### config.mk
export PLATFORM = sky130hd
export DESIGN_NAME = mix_columns_seq_flat
export DESIGN_NICKNAME = d
export VERILOG_FILES = /design/src/rtl/mix_columns_seq_if.sv /design/src/rtl/mix_columns_seq.sv /design/src/flat_wrapper.sv
export SDC_FILE = /design/constraint.sdc
export NUM_CORES = 1
export LEC_CHECK = 0
export CORE_UTILIZATION = 57
export DETAILED_ROUTE_END_ITERATION = 8
export PLACE_DENSITY = 0.87
export SKIP_LAST_GASP = 1
export SLEW_MARGIN = 20
export SYNTH_ARGS = -nofsm -noshare
export SYNTH_HDL_FRONTEND = slang
export SYNTH_SLANG_ARGS = --single-unit
### constraint.sdc
create_clock -name clk -period 5.5 [get_ports clk]
set_input_delay 1.1 -clock clk [delete_from_list [all_inputs] [get_ports clk]]
set_output_delay 1.1 -clock clk [all_outputs]
set_load 0.05 [all_outputs]
### src/rtl/mix_columns_seq_if.sv
// AES state type and the accept/emit handshake bundle for mix_columns_seq.
// state[c][r] packs column 0 / row 0 into the most significant byte.
package mix_columns_seq_pkg;
   typedef logic [0:3][0:3][7:0] t_opaque_AESState;
endpackage

interface mix_columns_seq_if;
   import mix_columns_seq_pkg::*;

   logic             in_valid;
   logic             in_ready;
   t_opaque_AESState in_state;
   logic             in_last;
   logic             out_valid;
   logic             out_ready;
   t_opaque_AESState out_state;

   modport master (
      output in_valid, in_state, in_last, out_ready,
      input  in_ready, out_valid, out_state
   );

   modport slave (
      input  in_valid, in_state, in_last, out_ready,
      output in_ready, out_valid, out_state
   );
endinterface

### src/rtl/mix_columns_seq.sv
// Sequential AES MixColumns: one shared column datapath processes a column per cycle;
// the final round bypasses the transform and emits the input state directly.
module mix_columns_seq
   import mix_columns_seq_pkg::*;
(
   input  logic             clk,
   input  logic             rst,
   mix_columns_seq_if.slave bus
);

   localparam logic [1:0] st_idle = 2'd0;
   localparam logic [1:0] st_busy = 2'd1;
   localparam logic [1:0] st_done = 2'd2;

   logic [1:0]       fsm;
   logic [1:0]       col_cnt;
   t_opaque_AESState work;
   t_opaque_AESState result;
   logic [0:3][7:0]  col_in;
   logic [0:3][7:0]  col_out;
   logic             accept;

   function automatic logic [7:0] xtime(input logic [7:0] x);
      return {x[6:0], 1'b0} ^ (x[7] ? 8'h1b : 8'h00);
   endfunction

   function automatic logic [7:0] mul3(input logic [7:0] x);
      return xtime(x) ^ x;
   endfunction

   // NOTE: every combinational output is assigned on every path, so no latch can be inferred.
   always_comb begin
      col_in     = work[col_cnt];
      col_out[0] = xtime(col_in[0]) ^ mul3(col_in[1]) ^ col_in[2]        ^ col_in[3];
      col_out[1] = col_in[0]        ^ xtime(col_in[1]) ^ mul3(col_in[2]) ^ col_in[3];
      col_out[2] = col_in[0]        ^ col_in[1]        ^ xtime(col_in[2]) ^ mul3(col_in[3]);
      col_out[3] = mul3(col_in[0])  ^ col_in[1]        ^ col_in[2]        ^ xtime(col_in[3]);
   end

   assign bus.in_ready  = (fsm == st_idle);
   assign bus.out_valid = (fsm == st_done);
   assign bus.out_state = result;
   assign accept        = bus.in_valid & bus.in_ready;

   // NOTE: state registers use non-blocking assignments so every read sees pre-edge values.
   always_ff @(posedge clk) begin
      if (rst) begin
         // NOTE: the data registers are cleared too, so an aborted block leaves no residue on out_state.
         fsm     <= st_idle;
         col_cnt <= 2'd0;
         work    <= '0;
         result  <= '0;
      end else begin
         case (fsm)
            st_idle: begin
               if (accept) begin
                  work    <= bus.in_state;
                  col_cnt <= 2'd0;
                  if (bus.in_last) begin
                     result <= bus.in_state;
                     fsm    <= st_done;
                  end else begin
                     fsm    <= st_busy;
                  end
               end
            end
            st_busy: begin
               result[col_cnt] <= col_out;
               col_cnt         <= col_cnt + 2'd1;
               if (col_cnt == 2'd3) fsm <= st_done;
            end
            st_done: begin
               if (bus.out_ready) fsm <= st_idle;
            end
            default: fsm <= st_idle;
         endcase
      end
   end

endmodule

### src/flat_wrapper.sv
// flat-port wrapper written by rule: the top's interface ports become plain ports
module mix_columns_seq_flat import mix_columns_seq_pkg::*;
  (clk, rst, bus_in_valid, bus_in_state, bus_in_last, bus_out_ready, bus_in_ready, bus_out_valid, bus_out_state);
  mix_columns_seq_if bus_i ();
  input  logic clk;
  input  logic rst;
  input wire logic [$bits(bus_i.in_valid)-1:0] bus_in_valid;
  input wire logic [$bits(bus_i.in_state)-1:0] bus_in_state;
  input wire logic [$bits(bus_i.in_last)-1:0] bus_in_last;
  input wire logic [$bits(bus_i.out_ready)-1:0] bus_out_ready;
  output wire logic [$bits(bus_i.in_ready)-1:0] bus_in_ready;
  output wire logic [$bits(bus_i.out_valid)-1:0] bus_out_valid;
  output wire logic [$bits(bus_i.out_state)-1:0] bus_out_state;
  assign bus_i.in_valid = bus_in_valid;
  assign bus_i.in_state = bus_in_state;
  assign bus_i.in_last = bus_in_last;
  assign bus_i.out_ready = bus_out_ready;
  assign bus_in_ready = bus_i.in_ready;
  assign bus_out_valid = bus_i.out_valid;
  assign bus_out_state = bus_i.out_state;
  mix_columns_seq u_core (.clk(clk), .rst(rst), .bus(bus_i));
endmodule
==> impl_metrics.json <==
{
  "yosys-top-cells-area": "dfxtp_1 (37%), a21oi_1 (9.2%), nand2_1 (7.0%), xnor3_1 (5.7%), nand3_1 (5.6%)",
  "cts.sinks": 260,
  "top_usage_layer": "met2",
  "slew_hr": 0.2051,
  "met3_usage": 0.07922,
  "fin_crit_ns": 3.699,
  "drt_pre_antenna_iters": 6,
  "top_level_ports": 263,
  "irDropWorstVdd_mv": 0.1853,
  "antenna_cells": 0,
  "worstSetupEndpointType": "primary output",
  "final_util": 0.7207,
  "routed_via_density": 6.770,
  "initial_utilization": 0.5820,
  "clk_latency_ns": 0.55,
  "placementRows": 57,
  "synth_adder_area_share": 0.003525,
  "layout.nets": 1853,
  "gate_count_post_synth": 1570,
  "floorplan.die.width_um": 159.8,
  "synthesis.yosys.warnings": 0,
  "timing_hold_violations_final": 0,
  "final_total_negative_setup_slack_ns": 0,
  "synth_top_family_by_area": "compound AO/OA/AOI/OAI gates",
  "postLayoutSetupSlackWorst_ns": 1.801,
  "synth-async-reset-ratio": 0,
  "post-synth-top-count-cell": "nand2_1",
  "final-setup-viol-count": 0,
  "grt_util_met2": 0.5754,
  "first_global_vias": 13090,
  "via_count": 13930,
  "simple_logic_cell_fraction_of_the_synthesized_area": 0.1810,
  "antenna_violating_nets_post_route": 0,
  "synth.net_count": 1707,
  "gp_congestion": 0.8916,
  "chipHeight_um": 159.8,
  "worst_path_arrival_time_ns": 2.60,
  "cp_max_fo": 22,
  "globalRouteOverflowTotal": 0,
  "final.period_utilization": 0.6726,
  "clock_tree_from_tritoncts": "done",
  "synth_top_cells_by_count": "nand2_1 (263), a21oi_1 (262), dfxtp_1 (260)",
  "clock_tree.htree_level_count": 1,
  "grt_util_all_layers": 0.3628,
  "rsz0062_at_grt": "false",
  "synth.avg_cell_area_um2": 9.042,
  "routedWlPerCell_um": 23.67,
  "synth_xor_area_frac": 0.1372,
  "maxCapViolations": 0,
  "grt_antenna_before_repair": 1,
  "hold_class": "reg2reg",
  "share_of_final_layout_standard_cells_stronger_than_drive_strength_1": 0.1137,
  "count_of_flip_flops_with_a_built_in_enable_after_synthesis": 0,
  "path_class": "reg2out",
  "synth.cell_area_um2": 14200,
  "status": "finished clean",
  "ys_seq_elements": 260,
  "place.port_buffers": 262,
  "route.final.wire_length_mm": 48.69,
  "postCtsResizedCells": 0,
  "ctsLongestPathBuffers": 3,
  "clock-skew-final_ns": 0.02395,
  "postCtsSetupBuffers": 0,
  "area_delta_synth_final_pct": 23.83,
  "grt_pass1_wl_mm": 72.91,
  "clock-root-buffer": "clkbuf_16",
  "power.density_cell_area_nw_per_um2": 329.6,
  "worstPathRequired_ns": 4.40,
  "yosysSeqAreaShare": 0.3666,
  "netlist.top_cell.by_area": "dfxtp_1",
  "synth.area.mux_share": 0.05103,
  "core_region_area_um2": 24390,
  "dp_worst_setup_slack_ns": 1.609,
  "place_hpwl_mm": 31.50,
  "netlist.area_leader.share": 0.3666,
  "synthFlopType": "dfxtp_1",
  "drt_iter0_drc": 1958,
  "worst_slew_pin_slew_ns": 1.192,
  "yosysUniqueCellTypes": 39,
  "synth_compound_gate_area_share": 0.2045,
  "slew_violations": 0,
  "drc": 0,
  "maximum_number_of_pins_on_one_net_before_global_route_repair": 124,
  "cts_hold_buffers": 0,
  "leakagePower_uw": 0.006056,
  "groute.layer.met1.usage": 0.4692,
  "clk_transition_reported_paths_ns": 0.06,
  "tritoncts.num_buffers": 27,
  "fmax_mhz": 270.3,
  "die_area_um2": 25540,
  "cp-start-kind": "register"
}
## cells in the final DEF (no fill, tap or decap), types with 27 or more instances in the layout
cell type	n
nor2_1	83
dfxtp_1	258
clkdlybuf4s50_1	261
a21oi_1	258
xnor3_1	36
clkbuf_16	27
or4b_2	40
a211oi_2	30
a311oi_1	79
nand3_1	160
o21ai_0	40
nand2_1	262
mux4_2	31
## per-stage QoR
| stage | hold WS [ns] | total power, µW | std cells | cell area [µm²] |
|---|---|---|---|---|
| after floorplan | 0.4315 | 3397 | 1570 | 14200 |
| after global placement | 0.4383 | 3937 | 2008 | 16650 |
| after detailed placement | 0.4458 | 3974 | 2008 | 16650 |
| after CTS | 0.4544 | 5723 | 2054 | 17490 |
| after global routing | 0.4697 | 5940 | 2057 | 17580 |
| final | 0.4526 | 5795 | 2057 | 17580 |
## area by class of cell
type	instances	area [µm²]
Multi-Input combinational cell	1142	8275
Fill cell	1783	6812
Inverter	2	7.507
Clock inverter	6	57.56
Sequential cell	260	5207
Timing Repair Buffer	283	2841
Tap cell	324	405.4
Clock buffer	40	784.5
## flip-flops by register name, summed over array words and instances, names as in the netlist
| signal | flops |
|---|---|
| u_core.fsm | 2 |
| u_core.col_cnt | 2 |
| u_core.work | 128 |
| u_core.bus.out_state | 128 |
## layer usage
| layer | vias up | part of all wire |
|---|---|---|
| li1 | 5967 | - |
| met1 | 6509 | 0.35 |
| met2 | 1218 | 0.45 |
| met3 | 230 | 0.14 |
| met4 | 2 | 0.054 |
| met5 | - | 0.00027 |
## cells by family (layout without fill, tap and decap cells)
group	Yosys count	in the layout
AOI/OAI and AO/OA	453	453
xor gates and xnor gates	96	96
adders and majority gates	4	4
buffers and inverters	168	331
DFF	260	260
muxes	32	32
and+or+nand+nor	557	557
## power breakdown
group | switching [µW] | total (µW) | internal, µW | leakage, µW
logic | 1150 | 1860 | 704 | 0.00350
clock network | 764 | 1790 | 1020 | 0.000414
registers | 111 | 2150 | 2040 | 0.00214
total | 2030 | 5790 | 3770 | 0.00606
## final timing paths
kind                            slack (ns)            start                       end  cells past startpoint
worst max-delay path                  1.80    u_core.fsm[1]              bus_in_ready                      2
worst min-delay path                  0.45  u_core.work[39]           u_core.work[39]                      2
worst max register to register        1.94    u_core.fsm[1]  u_core.bus.out_state[98]                      5
worst min register to register        0.45  u_core.work[39]           u_core.work[39]                      2
## critical path, cell delays in order (launching register included)
cell	delay, ns
dfxtp_1	0.94
nor2_1	0.33
clkdlybuf4s50_1	0.79
Power figures use the tool's default switching activity.
